## config.mk

```make
export PLATFORM = sky130hd
export DESIGN_NAME = cache_ctrl_lb_flat
export DESIGN_NICKNAME = d
export VERILOG_FILES = /design/src/rtl/cache_ctrl_pkg.sv /design/src/rtl/cache_ctrl_lb_if.sv /design/src/rtl/cache_beat_cnt.sv /design/src/rtl/cache_ctrl_lb.sv /design/src/flat_wrapper.sv
export SDC_FILE = /design/constraint.sdc
export NUM_CORES = 1
export LEC_CHECK = 0
export ABC_AREA = 1
export CORE_AREA = 2 2 39 41
export DETAILED_ROUTE_END_ITERATION = 8
export DIE_AREA = 0 0 41 43
export DONT_BUFFER_PORTS = 1
export SYNTH_ARGS = -nofsm -noshare
export SYNTH_HDL_FRONTEND = slang
export SYNTH_SLANG_ARGS = --single-unit
```

## constraint.sdc

```tcl
create_clock -name clk -period 2.65 [get_ports clk]
set_input_delay 0.3975 -clock clk [delete_from_list [all_inputs] [get_ports clk]]
set_output_delay 0.3975 -clock clk [all_outputs]
set_load 0.005 [all_outputs]
```

## src/rtl/cache_ctrl_pkg.sv

```systemverilog
// Shared types for the line-buffered data-cache controller: FSM state encoding
// and write-policy selectors.
package cache_ctrl_pkg;

  typedef enum logic [2:0] {
    IDLE      = 3'd0,
    REFILL    = 3'd1,
    RESPOND   = 3'd2,
    WRITEBACK = 3'd3,
    WT_WAIT   = 3'd4
  } state_t;

  localparam int unsigned WP_THROUGH = 0;
  localparam int unsigned WP_BACK    = 1;

endpackage

```

## src/rtl/cache_ctrl_lb_if.sv

```systemverilog
// Pipeline / cache-array / data-memory control bundle of the cache controller.
interface cache_ctrl_lb_if #(
  parameter int unsigned WORDS_PER_LINE = 4,
  parameter int unsigned BEAT_W         = $clog2(WORDS_PER_LINE)
);
  logic              mem_read;
  logic              mem_write;
  logic              hit_miss;
  logic              dirty;
  logic              done;
  logic              stall;
  logic              rd_en_cm;
  logic              wr_en_cm;
  logic              mem_to_cache_en;
  logic              rd_en_dm;
  logic              wr_en_dm;
  logic              wb_sel;
  logic [BEAT_W-1:0] beat_idx;
  logic              dirty_set;
  logic              dirty_clr;
  logic              valid_set;

  // Controller side
  modport slave (
    input  mem_read, mem_write, hit_miss, dirty, done,
    output stall, rd_en_cm, wr_en_cm, mem_to_cache_en, rd_en_dm, wr_en_dm,
           wb_sel, beat_idx, dirty_set, dirty_clr, valid_set
  );

  // Pipeline / memory side
  modport master (
    output mem_read, mem_write, hit_miss, dirty, done,
    input  stall, rd_en_cm, wr_en_cm, mem_to_cache_en, rd_en_dm, wr_en_dm,
           wb_sel, beat_idx, dirty_set, dirty_clr, valid_set
  );
endinterface

```

## src/rtl/cache_beat_cnt.sv

```systemverilog
// Line beat counter shared by writeback and refill bursts; last_c flags the
// final beat of a line.
module cache_beat_cnt #(
  parameter int unsigned WORDS_PER_LINE = 4,
  parameter int unsigned BEAT_W         = $clog2(WORDS_PER_LINE)
) (
  input  logic              clk,
  input  logic              rst,
  input  logic              inc,
  input  logic              clr,
  output logic [BEAT_W-1:0] cnt,
  output logic              last_c
);

  always_ff @(posedge clk or negedge rst) begin
    if (!rst)      cnt <= '0;
    else if (clr)  cnt <= '0;
    else if (inc)  cnt <= cnt + BEAT_W'(1);
  end

  assign last_c = (cnt == BEAT_W'(WORDS_PER_LINE - 1));

endmodule

```

## src/rtl/cache_ctrl_lb.sv

```systemverilog
// Data-cache controller with multi-beat line refill and elaboration-time
// write policy. Optional perf counters under CACHE_CTRL_PERF_EN.
module cache_ctrl_lb
  import cache_ctrl_pkg::*;
#(
  parameter int unsigned WORDS_PER_LINE = 4,
  parameter int unsigned BEAT_W         = $clog2(WORDS_PER_LINE),
  parameter int unsigned WRITE_BACK     = WP_THROUGH
) (
  input  logic           clk,
  input  logic           rst,
  cache_ctrl_lb_if.slave bus
`ifdef CACHE_CTRL_PERF_EN
  ,
  output logic [31:0]    hit_cnt,
  output logic [31:0]    miss_cnt,
  output logic [31:0]    wb_cnt
`endif
);

  state_t            state_q, state_d;
  logic              op_wr_q, op_wr_d;
  logic              inc, clr, last_c;
  logic [BEAT_W-1:0] cnt;
  logic              rd_req, wr_req;

  // A simultaneous read and write is serviced as a read only
  assign rd_req = bus.mem_read;
  assign wr_req = bus.mem_write & ~bus.mem_read;

  cache_beat_cnt #(
    .WORDS_PER_LINE(WORDS_PER_LINE),
    .BEAT_W        (BEAT_W)
  ) u_beat_cnt (
    .clk   (clk),
    .rst   (rst),
    .inc   (inc),
    .clr   (clr),
    .cnt   (cnt),
    .last_c(last_c)
  );

  assign bus.beat_idx = cnt;

  always_ff @(posedge clk or negedge rst) begin
    if (!rst) begin
      state_q <= IDLE;
      op_wr_q <= 1'b0;
    end else begin
      state_q <= state_d;
      op_wr_q <= op_wr_d;
    end
  end

  // Next state and output decode; everything stays low while in reset
  always_comb begin
    state_d             = state_q;
    op_wr_d             = op_wr_q;
    inc                 = 1'b0;
    clr                 = 1'b0;
    bus.stall           = 1'b0;
    bus.rd_en_cm        = 1'b0;
    bus.wr_en_cm        = 1'b0;
    bus.mem_to_cache_en = 1'b0;
    bus.rd_en_dm        = 1'b0;
    bus.wr_en_dm        = 1'b0;
    bus.wb_sel          = 1'b0;
    bus.dirty_set       = 1'b0;
    bus.dirty_clr       = 1'b0;
    bus.valid_set       = 1'b0;
    if (rst) begin
      case (state_q)
        IDLE: begin
          if (rd_req || wr_req) begin
            if (bus.hit_miss && (rd_req || WRITE_BACK == WP_BACK)) begin
              bus.rd_en_cm  = rd_req;
              bus.wr_en_cm  = wr_req;
              bus.dirty_set = wr_req;
            end else if (wr_req && WRITE_BACK == WP_THROUGH) begin
              bus.wr_en_cm = bus.hit_miss;
              bus.wr_en_dm = 1'b1;
              bus.stall    = 1'b1;
              state_d      = WT_WAIT;
            end else begin
              bus.stall = 1'b1;
              op_wr_d   = wr_req;
              state_d   = (WRITE_BACK == WP_BACK && bus.dirty) ? WRITEBACK : REFILL;
            end
          end
        end
        WRITEBACK: begin
          bus.stall    = 1'b1;
          bus.wr_en_dm = 1'b1;
          bus.wb_sel   = 1'b1;
          inc          = bus.done;
          if (bus.done && last_c) begin
            clr           = 1'b1;
            bus.dirty_clr = 1'b1;
            state_d       = REFILL;
          end
        end
        REFILL: begin
          bus.stall           = 1'b1;
          bus.rd_en_dm        = 1'b1;
          bus.mem_to_cache_en = bus.done;
          inc                 = bus.done;
          if (bus.done && last_c) begin
            clr           = 1'b1;
            bus.valid_set = 1'b1;
            state_d       = RESPOND;
          end
        end
        RESPOND: begin
          bus.rd_en_cm  = ~op_wr_q;
          bus.wr_en_cm  = op_wr_q;
          bus.dirty_set = op_wr_q;
          state_d       = IDLE;
        end
        WT_WAIT: begin
          bus.wr_en_dm = 1'b1;
          bus.stall    = ~bus.done;
          if (bus.done) state_d = IDLE;
        end
        default: state_d = IDLE;
      endcase
    end
  end

`ifdef CACHE_CTRL_PERF_EN
  logic hit_ev, miss_ev, wb_ev;

  assign hit_ev  = (state_q == IDLE) && (rd_req || wr_req) &&  bus.hit_miss;
  assign miss_ev = (state_q == IDLE) && (rd_req || wr_req) && !bus.hit_miss;
  assign wb_ev   = (state_q != WRITEBACK) && (state_d == WRITEBACK);

  // Saturating event counters
  always_ff @(posedge clk or negedge rst) begin
    if (!rst) begin
      hit_cnt  <= '0;
      miss_cnt <= '0;
      wb_cnt   <= '0;
    end else begin
      if (hit_ev  && hit_cnt  != '1) hit_cnt  <= hit_cnt  + 32'd1;
      if (miss_ev && miss_cnt != '1) miss_cnt <= miss_cnt + 32'd1;
      if (wb_ev   && wb_cnt   != '1) wb_cnt   <= wb_cnt   + 32'd1;
    end
  end
`endif

endmodule

```

## src/flat_wrapper.sv

```systemverilog
// flat-port wrapper written by rule: the top's interface ports become plain ports
module cache_ctrl_lb_flat import cache_ctrl_pkg::*;
#(
  parameter int unsigned WORDS_PER_LINE = 4,
  parameter int unsigned BEAT_W         = $clog2(WORDS_PER_LINE),
  parameter int unsigned WRITE_BACK     = WP_THROUGH
)
  (clk, rst, bus_mem_read, bus_mem_write, bus_hit_miss, bus_dirty, bus_done, bus_stall, bus_rd_en_cm, bus_wr_en_cm, bus_mem_to_cache_en, bus_rd_en_dm, bus_wr_en_dm, bus_wb_sel, bus_beat_idx, bus_dirty_set, bus_dirty_clr, bus_valid_set);
  cache_ctrl_lb_if #(.WORDS_PER_LINE(WORDS_PER_LINE), .BEAT_W(BEAT_W)) bus_i ();
  input  logic clk;
  input  logic rst;
  input wire logic [$bits(bus_i.mem_read)-1:0] bus_mem_read;
  input wire logic [$bits(bus_i.mem_write)-1:0] bus_mem_write;
  input wire logic [$bits(bus_i.hit_miss)-1:0] bus_hit_miss;
  input wire logic [$bits(bus_i.dirty)-1:0] bus_dirty;
  input wire logic [$bits(bus_i.done)-1:0] bus_done;
  output wire logic [$bits(bus_i.stall)-1:0] bus_stall;
  output wire logic [$bits(bus_i.rd_en_cm)-1:0] bus_rd_en_cm;
  output wire logic [$bits(bus_i.wr_en_cm)-1:0] bus_wr_en_cm;
  output wire logic [$bits(bus_i.mem_to_cache_en)-1:0] bus_mem_to_cache_en;
  output wire logic [$bits(bus_i.rd_en_dm)-1:0] bus_rd_en_dm;
  output wire logic [$bits(bus_i.wr_en_dm)-1:0] bus_wr_en_dm;
  output wire logic [$bits(bus_i.wb_sel)-1:0] bus_wb_sel;
  output wire logic [$bits(bus_i.beat_idx)-1:0] bus_beat_idx;
  output wire logic [$bits(bus_i.dirty_set)-1:0] bus_dirty_set;
  output wire logic [$bits(bus_i.dirty_clr)-1:0] bus_dirty_clr;
  output wire logic [$bits(bus_i.valid_set)-1:0] bus_valid_set;
  assign bus_i.mem_read = bus_mem_read;
  assign bus_i.mem_write = bus_mem_write;
  assign bus_i.hit_miss = bus_hit_miss;
  assign bus_i.dirty = bus_dirty;
  assign bus_i.done = bus_done;
  assign bus_stall = bus_i.stall;
  assign bus_rd_en_cm = bus_i.rd_en_cm;
  assign bus_wr_en_cm = bus_i.wr_en_cm;
  assign bus_mem_to_cache_en = bus_i.mem_to_cache_en;
  assign bus_rd_en_dm = bus_i.rd_en_dm;
  assign bus_wr_en_dm = bus_i.wr_en_dm;
  assign bus_wb_sel = bus_i.wb_sel;
  assign bus_beat_idx = bus_i.beat_idx;
  assign bus_dirty_set = bus_i.dirty_set;
  assign bus_dirty_clr = bus_i.dirty_clr;
  assign bus_valid_set = bus_i.valid_set;
  cache_ctrl_lb #(.WORDS_PER_LINE(WORDS_PER_LINE), .BEAT_W(BEAT_W), .WRITE_BACK(WRITE_BACK)) u_core (.clk(clk), .rst(rst), .bus(bus_i));
endmodule
```

Word-level counts from Yosys, hierarchy flattened. Index checks and enable logic that the tools add are counted.

Add/sub/neg operators: 1. Equal/unequal tests: 10. Muxes and demuxes: 46. Bitwise gates (word level): 3. Reduce and logical (&&, ||, !) cells: 8.

Operator list (count): 1-bit two-way mux (34); 3-bit two-way mux (6); 3-bit one-hot mux with 4 select lines (1); 3-bit by 2-bit equality test with 1-bit output (second input constant) (2); 2-bit by 1-bit inequality test with 1-bit output (second input constant) (3); 6-bit AND reduction (1); 2-bit two-way mux (2); 2-bit inequality test (second input constant) (2); 1-bit one-hot mux with 2 select lines (2); 2-bit OR reduction (2); 3-bit by 1-bit equality test with 1-bit output (second input constant) (1); 3-bit equality test (second input constant) (1); 3-bit zero test (1); 1-bit one-hot mux with 3 select lines (1); 2-bit by 1-bit adder with 2-bit output (second input constant) (1); 2-bit equality test (second input constant) (1); 1-bit logical AND (2); 1-bit inverter (2); 2-bit nonzero test (1); 1-bit AND (1); 1-bit logical OR (1).

Flip-flop bits (word level): 5. Input port bits: 7. Output and inout port bits: 12. Logic and storage cells: 70.

Longest topological paths before layout.
Depth after elaboration: 7. Mapped depth: 8.

Hierarchy. From an unflattened synthesis, not the netlist that was laid out.

Cell total of the unflattened synthesis: 70. Area total of the unflattened synthesis: 437.9 sq um.

By module, submodules not included: cache_ctrl_lb (instances 1, cells each 58, area an instance 340.3 sq um); cache_beat_cnt (instances 1, cells each 12, area an instance 97.6 sq um).

Worst setup path before layout. OpenSTA, ideal clock, no wires.

Kind: register -> output. Start: register u_core.state_q[0]. End: output bus_wr_en_dm. Arrival: 0.913 ns. Slack: 1.340 ns. Stages on the path, launching flop included: 6. Path buffers: 0. Path through: dfrtp_1 nor2_2 nand2_2 inv_2 nand2_1 a31oi_1.

Word-level cells in the longest chain between the ends: 4. Elaborated cells on any way between the ends: 6. Those cells by class: eq/ne (2); mux (2); reduce/logical (2).

RTL lines: start: declaration (line cache_ctrl_lb.sv:21) `state_t state_q, state_d;`; start signal: assignment (line cache_ctrl_lb.sv:50) `state_q <= state_d;`; 3-bit by 2-bit equality test with 1-bit output or 3-bit equality test (tied branches) (line cache_ctrl_lb.sv:72) `case (state_q)`; 2-bit OR reduction (no source line); 1-bit one-hot mux with 2 select lines (*) (line cache_ctrl_lb.sv:72); 1-bit two-way mux (*) (line cache_ctrl_lb.sv:71) `if (rst) begin`; end: declaration (line flat_wrapper.sv:22) `output wire logic [$bits(bus_i.wr_en_dm)-1:0] bus_wr_en_dm;`.

Every way passes the cells marked *; elsewhere a longest branch is shown, timed or not.

Worst setup path in the final report. Ends and elaborated chain as after synthesis.

==> flow_summary_export.csv <==
group,metric,value,unit
logic_synthesis,synth_top_cell_by_area,"dfrtp_1",
placed_design,placed_cell_area,420,um^2
cells_and_area,fill_cells,165,
setup_path,end_kind,"primary output",
routing,dr.pass1.iters,4,
logic_synthesis,syn_area,408,um^2
setup_path,critPathKind,"reg -> out",
power,seqPwrFrac,0.339,
sta,setup_ws,993,ps
sta,period_share,0.625,
worst_hold_path,hold_class,"in -> reg",
cells_and_area,num_antenna_cells,0,
power,p_switching,0.204,mW
cells_and_area,final_area,457,um^2
logic_synthesis,synthMuxAreaShare,0,
placed_design,place_congestion,0.737,
placed_design,dp_slack,1240,ps
grt,antenna_found_initial,0,
setup_path,reg2reg_from,"u_core.u_beat_cnt.cnt[0]",
grt,grt_pass1_wl,1.37,mm
power,peakVddDrop,0.331,mV
logic_synthesis,synthFlopType,"dfrtp_1",
cells_and_area,fin_util,0.330,
power,swShare,0.461,
routing,drt_iter0_markers,5,
logic_synthesis,synth_top_family_by_area,"simple AND/OR/NAND/NOR gates",
setup_path,cp_cell_sequence,"nor2_2 > nand2_2 > inv_2 > nand2_1 > a31oi_1",
sta,min_period,1660,ps
setup_path,critical-path-max-stage-delay,420,ps
routing,drcViolationCount,0,
clock_network,clock-root-buffer,"clkbuf_4",
cells_and_area,final_cells,86,
sta,fin_hold_ws,325,ps
clock_network,ctsResizeCount,0,
sta,final.setup_skew,0.389,ps
logic_synthesis,synthCells,66,
logic_synthesis,async_flop_share,1.00,
logic_synthesis,synth_most_common_cell,"nand2_1",
clock_network,cts_buffers,3,
floorplan,initial_core_util,0.295,
outcome,status,"completed",
logic_synthesis,synth_nets,74,
cells_and_area,area_delta_synth_final,12.0,%
clock_network,cts_max_level,1,
floorplan,die_w,41,um
power,p_per_area,968,nW/um^2
floorplan,chipHeight,43,um
clock_network,clk_latency,230,ps
power,clkPwrFrac,0.191,
worst_hold_path,holdPathStages,2,
power,combPwrFrac,0.470,
logic_synthesis,synth_edf_count,0,
routing,ant_nets,0,
worst_hold_path,min_from,"rst",
clock_network,postCtsHoldBufs,1,
floorplan,fp.coreArea,1380,um^2
setup_path,reg2reg_slack,1460,ps
grt,grt_max_degree,8,
power,leakage,0.248,nW
logic_synthesis,synth_compound_area_frac,0.0920,
floorplan,ios,19,
job,drv_cap,0,
setup_path,cp_max_fo,5,
sta,rsz0062_at_grt,"no",
setup_path,startpoint,"u_core.state_q[0]",
sta,drv_slew,0,
sta,setup_tns,0,ps
logic_synthesis,synth_top_area_frac,0.307,
cells_and_area,multiInputGateArea,241,um^2
sta,max_clock_freq,0.603,GHz
logic_synthesis,synth_fa_ha_area_frac,0.0307,
logic_synthesis,ys_seq_area_frac,0.307,
cells_and_area,final_nets,79,
cells_and_area,layout-drive-gt1-share,0.157,
routing,vias,401,
clock_network,cts_tree,"yes",
grt,grtUsageTotal,0.118,
floorplan,die_area,1760,um^2
setup_path,r2r_cells,7,
setup_path,critical_path_required,2250,ps
logic_synthesis,synth.distinct_cells,17,
routing,wl_per_cell,10.4,um
power,cellInternalPower,0.238,mW
clock_network,clk_pin_slew_worst_paths,40,ps
routing,via_per_inst,4.66,
logic_synthesis,synth-xor-area-share,0,
setup_path,critPathLaunchType,"flop",
logic_synthesis,ys_top_cells_by_area,"dfrtp_1 31%, nand2_1 16%, nor2_1 12%",
logic_synthesis,synthTopCellsByCount,"17 x nand2_1, 13 x nor2_1, 7 x inv_1",
floorplan,fp-row-count,14,
grt,overflow,0,
grt,grt_pass1_vias,379,
clock_network,cts.sinks,5,
sta,hold_viol_final,0,
logic_synthesis,synth-seq-cells,5,
setup_path,worstPathArrival,1260,ps
routing,finalWirelength,893,um
logic_synthesis,post_synth.cell_area_avg,6.18,um^2
placed_design,port-buffer-count,0,
placed_design,dp_hpwl,746,um
logic_synthesis,yosys_warnings,0,
placed_design,dp_cells,81,
worst_hold_path,hold_end,"u_core.state_q[2]",
setup_path,rr_endpoint,"u_core.state_q[0]",
clock_network,cts_setup_buffers,0,
sta,finalSetupViolCount,0,
logic_synthesis,yosys.area_share.simple,0.460,
power,total_power,0.442,mW
cells_and_area,ff_latch_area,125,um^2
setup_path,slowest_stage,"dfrtp_1",
clock_network,clock_path_buffers,2,
## worst max-delay path: cells and delay by family, from the launching register on
family | cells | cell delay, ps
compound gates | 1 | 190
buf+inv | 1 | 80
flops | 1 | 420
simple gates | 3 | 340
## cell usage in the layout (no fill, tap or decap), drive strengths merged
cell,count
nand3,5
nor2,14
clkbuf,4
o21ai,5
dfrtp,5
nor4,1
a31oi,2
conb,1
nand3b,1
nand2,21
inv,9
ha,1
dlygate4sd3,1
## cells by family (layout without fill, tap and decap cells)
| group | count (synthesis) | in the layout |
|---|---|---|
| buffers and inverters | 10 | 14 |
| adder cells (fa/ha/maj) | 1 | 1 |
| other | 1 | 1 |
| flip-flops | 5 | 5 |
| AND/OR/NAND/NOR | 42 | 42 |
| AO/OA/AOI/OAI | 7 | 7 |
## worst max-delay path by stage
stage / end / depth (start not counted)
after floorplan: bus_wr_en_dm / 5
after global placement: bus_wr_en_dm / 5
after detailed placement: bus_wr_en_dm / 5
after CTS: bus_wr_en_dm / 5
after global routing: bus_wr_en_dm / 5
final: bus_wr_en_dm / 5
## state kept, by name (all words and copies together) (netlist names)
signal	count
u_core.state_q	3
u_core.u_beat_cnt.cnt	2
## area by class of cell
cell class              instances  area share
multi-input cells              51       0.529
flip-flops and latches          5       0.274
inverters                       9      0.0740
clock buffers                   4      0.0575
well taps                      16      0.0438
repair buffers                  1      0.0219
## per-layer routing
| layer | share of wire | GRT usage |
|---|---|---|
| met2 | 0.52 | 0.188 |
| met5 | 0 | 0 |
| met4 | 0 | 0.100 |
| met3 | 0.052 | 0.0157 |
| met1 | 0.43 | 0.129 |
## power groups by stage
| stage | logic, mW | registers (mW) | clock network [mW] |
|---|---|---|---|
| after floorplan | 0.173 | 0.144 | 0 |
| after global placement | 0.201 | 0.150 | 0 |
| after detailed placement | 0.208 | 0.151 | 0 |
| after CTS | 0.211 | 0.150 | 0.0898 |
| after global routing | 0.243 | 0.158 | 0.0921 |
| final | 0.208 | 0.150 | 0.0844 |
Power figures use the tool's default switching activity.
